--- config.mk ---
export PLATFORM = sky130hd
export DESIGN_NAME = imem_loader
export DESIGN_NICKNAME = d
export VERILOG_FILES = /design/src/rtl/imem_loader.sv
export SDC_FILE = /design/constraint.sdc
export NUM_CORES = 1
export LEC_CHECK = 0
export CAP_MARGIN = 20
export CORE_MARGIN = 5
export CORE_UTILIZATION = 40
export CTS_CLUSTER_DIAMETER = 30
export CTS_CLUSTER_SIZE = 28
export DETAILED_ROUTE_END_ITERATION = 10
export GPL_TIMING_DRIVEN = 0
export PLACE_DENSITY_LB_ADDON = 0.05
export SLEW_MARGIN = 5
export SYNTH_ARGS = -nofsm -noshare
export SYNTH_HDL_FRONTEND = slang
export SYNTH_SLANG_ARGS = --single-unit
--- constraint.sdc ---
create_clock -name Clk -period 5 [get_ports Clk]
set_input_delay 0.75 -clock Clk [delete_from_list [all_inputs] [get_ports Clk]]
set_output_delay 0.75 -clock Clk [all_outputs]
set_load 0.03 [all_outputs]
--- src/rtl/imem_loader.sv ---
// -----------------------------------------------------------------------------
// imem_loader
//
// Boot-time instruction loader. It takes a length-prefixed byte stream over a
// valid/ready handshake and writes the bytes into instruction memory from
// address 0. The unused tail is zero-filled. The core is held in reset until
// the whole memory has been written. A malformed image parks the loader in a
// terminal error state. The core stays in reset and a sticky error flag is set.
//
// Optional feature: define IMEM_LOADER_CHECKSUM_EN to expect a trailing
// checksum byte. It is the mod-256 sum of the instruction bytes, and a
// mismatch rejects the image.
//
// Parameters:
//   DEPTH   instruction memory depth in 8-bit words (power of two, 2..256)
//   ADDR_W  address width, log2(DEPTH)
//
// Ports:
//   Clk          clock, rising edge
//   Reset        asynchronous active-high reset
//   In_Valid     In_Data carries a byte
//   In_Data      image byte (length, instructions, optional checksum)
//   In_Ready     loader accepts a byte this cycle (decoded from state)
//   Mem_Wr_En    instruction memory write strobe (registered)
//   Mem_Wr_Addr  write address (registered)
//   Mem_Wr_Data  write data (registered)
//   Core_Reset   reset to the core, high until the load completes
//   Load_Done    image loaded, core released (sticky)
//   Load_Error   image rejected (sticky)
// -----------------------------------------------------------------------------
module imem_loader #(
    parameter int DEPTH  = 32,
    parameter int ADDR_W = 5
) (
    input  logic              Clk,
    input  logic              Reset,
    input  logic              In_Valid,
    input  logic [7:0]        In_Data,
    output logic              In_Ready,
    output logic              Mem_Wr_En,
    output logic [ADDR_W-1:0] Mem_Wr_Addr,
    output logic [7:0]        Mem_Wr_Data,
    output logic              Core_Reset,
    output logic              Load_Done,
    output logic              Load_Error
);

    typedef enum logic [2:0] {
        S_WAIT_LEN = 3'd0,
        S_LOAD     = 3'd1,
        S_CHECK    = 3'd2,
        S_FILL     = 3'd3,
        S_DONE     = 3'd4,
        S_ERROR    = 3'd5
    } state_t;

    // The length byte is compared in 9 bits so that DEPTH=256 is representable.
    localparam logic [8:0]      DEPTH_9 = 9'(DEPTH);
    localparam logic [ADDR_W:0] DEPTH_A = (ADDR_W+1)'(DEPTH);
    localparam logic [ADDR_W:0] LAST_A  = (ADDR_W+1)'(DEPTH - 1);

`ifdef IMEM_LOADER_CHECKSUM_EN
    function automatic logic [7:0] csum_add(input logic [7:0] acc, input logic [7:0] b);
        return acc + b;
    endfunction
`endif

    state_t            state_r;
    logic [ADDR_W:0]   len_r;
    // One bit wider than the address so that N==DEPTH terminates without wrapping.
    logic [ADDR_W:0]   addr_r;
`ifdef IMEM_LOADER_CHECKSUM_EN
    logic [7:0]        csum_r;
`endif
    logic              wr_en_r;
    logic [ADDR_W-1:0] wr_addr_r;
    logic [7:0]        wr_data_r;
    logic              core_reset_r;
    logic              done_r;
    logic              error_r;

    logic              in_ready_s;
    logic              accept_s;
    logic [8:0]        len_in_s;
    logic              len_ok_s;
    logic [ADDR_W:0]   addr_next_s;
    logic              last_byte_s;
    logic              full_s;

    // Handshake readiness and length/address qualifiers.
    always_comb begin
        in_ready_s = 1'b0;
        case (state_r)
            S_WAIT_LEN: in_ready_s = 1'b1;
            S_LOAD:     in_ready_s = 1'b1;
            S_CHECK:    in_ready_s = 1'b1;
            default:    in_ready_s = 1'b0;
        endcase
        accept_s    = In_Valid && in_ready_s;
        len_in_s    = {1'b0, In_Data};
        len_ok_s    = (In_Data != 8'h00) && (len_in_s <= DEPTH_9);
        addr_next_s = addr_r + {{ADDR_W{1'b0}}, 1'b1};
        last_byte_s = (addr_next_s == len_r);
        full_s      = (len_r == DEPTH_A);
    end

    // Loader FSM with registered memory-write and status outputs.
    always_ff @(posedge Clk or posedge Reset) begin
        if (Reset) begin
            state_r      <= S_WAIT_LEN;
            len_r        <= {(ADDR_W+1){1'b0}};
            addr_r       <= {(ADDR_W+1){1'b0}};
`ifdef IMEM_LOADER_CHECKSUM_EN
            csum_r       <= 8'h00;
`endif
            wr_en_r      <= 1'b0;
            wr_addr_r    <= {ADDR_W{1'b0}};
            wr_data_r    <= 8'h00;
            core_reset_r <= 1'b1;
            done_r       <= 1'b0;
            error_r      <= 1'b0;
        end else begin
            // The write strobe is a one-cycle pulse per written word.
            wr_en_r <= 1'b0;
            case (state_r)
                S_WAIT_LEN: begin
                    if (accept_s) begin
                        if (len_ok_s) begin
                            len_r   <= len_in_s[ADDR_W:0];
                            addr_r  <= {(ADDR_W+1){1'b0}};
`ifdef IMEM_LOADER_CHECKSUM_EN
                            csum_r  <= 8'h00;
`endif
                            state_r <= S_LOAD;
                        end else begin
                            error_r <= 1'b1;
                            state_r <= S_ERROR;
                        end
                    end
                end
                S_LOAD: begin
                    if (accept_s) begin
                        wr_en_r   <= 1'b1;
                        wr_addr_r <= addr_r[ADDR_W-1:0];
                        wr_data_r <= In_Data;
                        addr_r    <= addr_next_s;
`ifdef IMEM_LOADER_CHECKSUM_EN
                        csum_r    <= csum_add(csum_r, In_Data);
                        if (last_byte_s) begin
                            state_r <= S_CHECK;
                        end
`else
                        if (last_byte_s) begin
                            state_r <= full_s ? S_DONE : S_FILL;
                        end
`endif
                    end
                end
                S_CHECK: begin
`ifdef IMEM_LOADER_CHECKSUM_EN
                    if (accept_s) begin
                        if (In_Data == csum_r) begin
                            state_r <= full_s ? S_DONE : S_FILL;
                        end else begin
                            error_r <= 1'b1;
                            state_r <= S_ERROR;
                        end
                    end
`else
                    // Unreachable without the checksum trailer; treat as a fault.
                    error_r <= 1'b1;
                    state_r <= S_ERROR;
`endif
                end
                S_FILL: begin
                    // On entry addr_r holds N, the first unused word.
                    wr_en_r   <= 1'b1;
                    wr_addr_r <= addr_r[ADDR_W-1:0];
                    wr_data_r <= 8'h00;
                    addr_r    <= addr_next_s;
                    if (addr_r == LAST_A) begin
                        state_r <= S_DONE;
                    end
                end
                S_DONE: begin
                    // Reached one edge after the final strobe began, so memory is complete here.
                    core_reset_r <= 1'b0;
                    done_r       <= 1'b1;
                end
                S_ERROR: begin
                    core_reset_r <= 1'b1;
                    error_r      <= 1'b1;
                end
                default: begin
                    core_reset_r <= 1'b1;
                    error_r      <= 1'b1;
                    state_r      <= S_ERROR;
                end
            endcase
        end
    end

    assign In_Ready    = in_ready_s;
    assign Mem_Wr_En   = wr_en_r;
    assign Mem_Wr_Addr = wr_addr_r;
    assign Mem_Wr_Data = wr_data_r;
    assign Core_Reset  = core_reset_r;
    assign Load_Done   = done_r;
    assign Load_Error  = error_r;

endmodule

* Word-level counts from Yosys, hierarchy flattened *
Cells that the tools add are included.

operators by class
  add/sub/neg operators = 1
  magnitude comparators = 1
  mux-type cells = 22
  bitwise logic cells = 2
  reduce and logical (&&, ||, !) cells = 15
  equality and inequality tests = 14

operators with widths
  operator                                                         count
  two-way mux 3 bit                                                6
  two-way mux 6 bit                                                3
  case mux 6 bit (3 select lines)                                  1
  case mux 8 bit (2 select lines)                                  1
  != test 2 bit (second input constant)                            6
  case mux 3 bit (4 select lines)                                  1
  case mux 5 bit (2 select lines)                                  1
  less-or-equal comparator 8 x 6 -> 1 bit (second input constant)  1
  two-way mux 8 bit                                                1
  nonzero test 8 bit                                               1
  adder 6 x 1 -> 6 bit (second input constant)                     1
  == test 3 x 2 -> 1 bit (second input constant)                   2
  == test 3 bit (second input constant)                            2
  == test 6 x 5 -> 1 bit (second input constant)                   1
  == test 6 bit                                                    1
  == test 6 bit (second input constant)                            1
  case mux 1 bit (2 select lines)                                  3
  AND reduction 3 bit                                              2
  OR reduction 3 bit                                               2
  two-way mux 5 bit                                                1
  AND reduction 5 bit                                              1
  two-way mux 1 bit                                                4
  AND reduction 4 bit                                              1
  OR reduction 4 bit                                               1
  8 further kinds                                                  10

word-level totals
  flip-flop bits (word level) = 32
  logic and storage cells = 64
  output and inout bits = 18
  bits of input ports = 11

* Depth between registers and ports, before layout *
  depth in word-level cells = 6
  mapped depth = 6
  depth with buffers taken out = 5

* Worst setup path after synthesis *
No wires, ideal clock.

  path type = input port to flip-flop
  start = input port In_Data[4]
  end = register len_r[0]
  buffers on the path = 0
  required time = 4.875 ns
  slack = 2.744 ns
  library setup time = 0.125 ns
  arrival = 2.131 ns
  cell stages on the path = 4
  cells stage by stage = or4_4 > nand4bb_4 > a21oi_4 > mux2_2

on the way
  word-level cells in the longest chain between the ends = 3
  elaborated cells on any way between the ends = 4
  those cells by class = 1 x order compare; 3 x reduce/logical

RTL lines
  what                                                                           RTL line  source
  from (decl)                                                                    38        input logic [7:0] In_Data,
  less-or-equal comparator 8 x 6 -> 1 bit or nonzero test 8 bit (tied branches)  101       len_ok_s = (In_Data != 8'h00) && (len_in_s <= DEPTH_9);
  logical AND 1 bit *                                                            101
  AND reduction 3 bit (no line) *                                                --
  to (signal assigned)                                                           111       len_r <= {(ADDR_W+1){1'b0}};
  to (signal assigned)                                                           129       len_r <= len_in_s[ADDR_W:0];
  to (decl)                                                                      69        logic [ADDR_W:0] len_r;

Mark *: on every way between the ends. The rest lies on a longest branch, timed or not.
A chain may end at the register's enable or synchronous reset.

* Worst setup path in the final report *
  start = input port In_Data[4]
  end = register addr_r[4]

on the way
  word-level cells in the longest chain between the ends = 4
  elaborated cells on any way between the ends = 5
  those cells by class = 1 x order compare; 1 x eq/ne; 3 x reduce/logical

RTL lines
  what                                                                           RTL line  source
  less-or-equal comparator 8 x 6 -> 1 bit or nonzero test 8 bit (tied branches)  101
  logical AND 1 bit *                                                            101
  != test 2 bit (no line) *                                                      --
  AND reduction 4 bit (no line) *                                                --
  to (signal assigned)                                                           112       addr_r <= {(ADDR_W+1){1'b0}};
  to (signal assigned)                                                           130       addr_r <= {(ADDR_W+1){1'b0}};
  to (signal assigned)                                                           146       addr_r <= addr_next_s;
  to (decl)                                                                      71        logic [ADDR_W:0] addr_r;

Marked as above.

==> run_results.csv <==
group,metric,value,unit
run_status,outcome,"completed",
worst_setup_path,r2r-end,"addr_r[4]",
worst_setup_path,endpoint_kind,"flop",
timing,slew_headroom,0.517,
worst_setup_path,setup.worst_path.end,"addr_r[4]",
detailed_routing,ant_nets,0,
layout,layout_commonest_cell,"dfrtp_1",
synthesis,ys_warn_count,0,
clock_tree,h-tree-depth,2,
worst_setup_path,r2r_start,"state_r[2]",
global_routing,grt_pass1_wl,6440,um
detailed_routing,routedWlPerCell,15.2,um
synthesis,synth_cells,159,
worst_setup_path,crit_start,"In_Data[4]",
synthesis,synth.distinct_cells,40,
floorplanning,rows,23,
worst_setup_path,path_max_fanout,5,
floorplanning,core,3970,sq um
timing,slew_violations,0,
floorplanning,initial_core_util,0.407,
detailed_routing,first_pass_iters,4,
timing,fmax,383,MHz
clock_tree,cts_resized,0,
power_and_ir_drop,power.share.clock,0.259,
clock_tree,clk_pin_slew_worst_paths,70,ps
synthesis,async_flop_share,1.00,
timing,final.setup.tns,0,ps
worst_setup_path,worstSetupPathType,"primary input to flop",
worst_setup_path,required,5140,ps
clock_tree,numCtsBuffers,5,
clock_tree,cts_setup_buffers,0,
layout,diodes,0,
power_and_ir_drop,power_switching_share,0.336,
synthesis,netlist_area,1620,sq um
place,dp_hpwl,2920,um
power_and_ir_drop,peakVddDrop,177,uV
floorplanning,io_pins,29,
run,max-cap-violations,0,
global_routing,track_usage,0.156,
synthesis,synth-seq-area-share,0.496,
detailed_routing,drt_iter0_markers,74,
synthesis,synth_edf_count,0,
power_and_ir_drop,power.internal,524,uW
timing,final.min_clock_period,2610,ps
global_routing,grt_max_degree,18,
clock_tree,cts_hold_buf,0,
synthesis,synth_top_flop_cell,"dfrtp_1",
floorplanning,die_x,73.6,um
place,portBuffers,28,
timing,timing.final.ws_setup,2390,ps
timing,finClkSkew,4.78,ps
clock_tree,cts_sinks,32,
layout,drive_above_1_share,0.133,
detailed_routing,vias_per_cell,5.25,
global_routing,grt_util_met2,0.245,
place,place.gp.congestion,0.872,
layout,fin_nets,207,
clock_tree,cts_tree,"done",
power_and_ir_drop,power_per_cell_area,379,nW/um^2
floorplanning,die_area,5410,sq um
layout,syn_to_final_growth,28.6,%
clock_tree,clk_latency,280,ps
global_routing,grt_use_met1,0.210,
worst_setup_path,worst-endpoint-arrival,2750,ps
detailed_routing,routed_wl,3740,um
power_and_ir_drop,p_switching,265,uW
synthesis,ys_seq_elements,32,
power_and_ir_drop,power.leakage,0.000907,uW
timing,tightest_slew,724,ps
detailed_routing,dr_total_vias,1291,
power_and_ir_drop,combPwrFrac,0.321,
global_routing,antenna_found_initial,0,
detailed_routing,drc_errors,0,
worst_setup_path,start_kind,"primary input",
timing,finalSetupViolCount,0,
worst_setup_path,worstRegToRegCells,5,
floorplanning,dieHeight,73.6,um
timing,rsz0062_at_grt,"false",
clock_tree,clock_tree.buffer_depth,2,
clock_tree,clockRootBuffer,"clkbuf_8",
timing,fin_crit_sh,0.522,
layout,most-common-layout-cells,"dfrtp_1, clkdlybuf4s50_1, nand2_1",
global_routing,grt_pass1_vias,1320,
worst_hold_path,hp-class,"flop to flop",
synthesis,synth_nets,171,
power_and_ir_drop,p_seq_frac,0.419,
timing,final_hold_viol_count,0,
global_routing,top_usage_layer,"met2",
synthesis,avgSynthCellArea,10.2,sq um
global_routing,grt_use_met3,0.0451,
worst_setup_path,r2r_slack,2880,ps
place,pre_cts_ws,2110,ps
global_routing,grt_remaining_overflow,0,
[cell usage after synthesis, drive strengths merged (3+ instances only)]
cell    number  area share
nor3         4       0.012
mux2        11       0.077
xor2         3       0.016
nand3        8       0.025
o211ai       3       0.017
clkbuf       6       0.014
a31oi        3       0.012
nor2         8       0.019
xnor2        4       0.022
a21oi       14       0.050
nand2       21       0.049
dfrtp       31        0.48
nor2b        3       0.012
o21ai        6       0.019
and3         3       0.012
inv          7       0.016
[registers in the layout (all words and copies together) (netlist names)]
name,cells
Load_Error,1
addr_r,6
Mem_Wr_Addr,5
Load_Done,1
Core_Reset,1
Mem_Wr_Data,8
len_r,6
state_r,3
Mem_Wr_En,1
[layout make-up]
type,count,area [sq um]
clock inverter,2,10.0
multi-input combinational,113,761
tap,50,62.6
timing repair buffer,29,308
inverter,7,26.3
sequential,32,802
fill,376,1890
clock buffer,6,82.6
buffer,7,27.5
[per-stage QoR]
stage	instances	utilization	hold WS (ps)	instance area, sq um	power (uW)
2_1_floorplan	159	-	515	1620	488
3_3_place_gp	237	0.493	442	1960	582
3_5_place_dp	238	0.500	457	1990	592
4_1_cts	246	0.524	467	2080	799
5_1_grt	246	0.524	494	2080	838
6_report	246	0.524	463	2080	788
[kinds of logic after synthesis]
logic type / after synthesis / share of synthesized area
flip-flops: 32 / 0.496
XOR/XNOR: 8 / 0.0526
multiplexers: 11 / 0.0766
buffers and inverters: 14 / 0.0333
AND/OR/NAND/NOR: 58 / 0.193
AO/OA/AOI/OAI: 35 / 0.141
adder cells (fa/ha/maj): 1 / 0.00774
[critical path, cell delays in order]
cell and delay, ps:
clkdlybuf4s50_1 450, or4_4 570, nand4bb_4 290, a32oi_1 530
o21ai_0 150
[metal layers]
layer  vias up  share of wire
met5         -              0
met4         0          0.013
met3         5          0.042
met2        33           0.49
met1       624           0.46
li1        629              -
[power by group through the flow]
stage	logic (uW)	clock network (uW)	registers (uW)
floorplan	103	0	385
global placement	248	0	334
detailed placement	255	0	336
CTS	256	211	331
global route	275	227	337
finish	253	205	330
[worst min path at each step]
stage | startpoint | endpoint | cells past startpoint
6_report | Load_Done | Load_Done | 1
5_1_grt | Load_Done | Load_Done | 1
4_1_cts | Load_Done | Load_Done | 1
3_5_place_dp | Load_Done | Load_Done | 1
3_3_place_gp | Load_Done | Load_Done | 1
2_1_floorplan | len_r[5] | len_r[5] | 1
No activity file was read; power rests on OpenSTA's default activity.
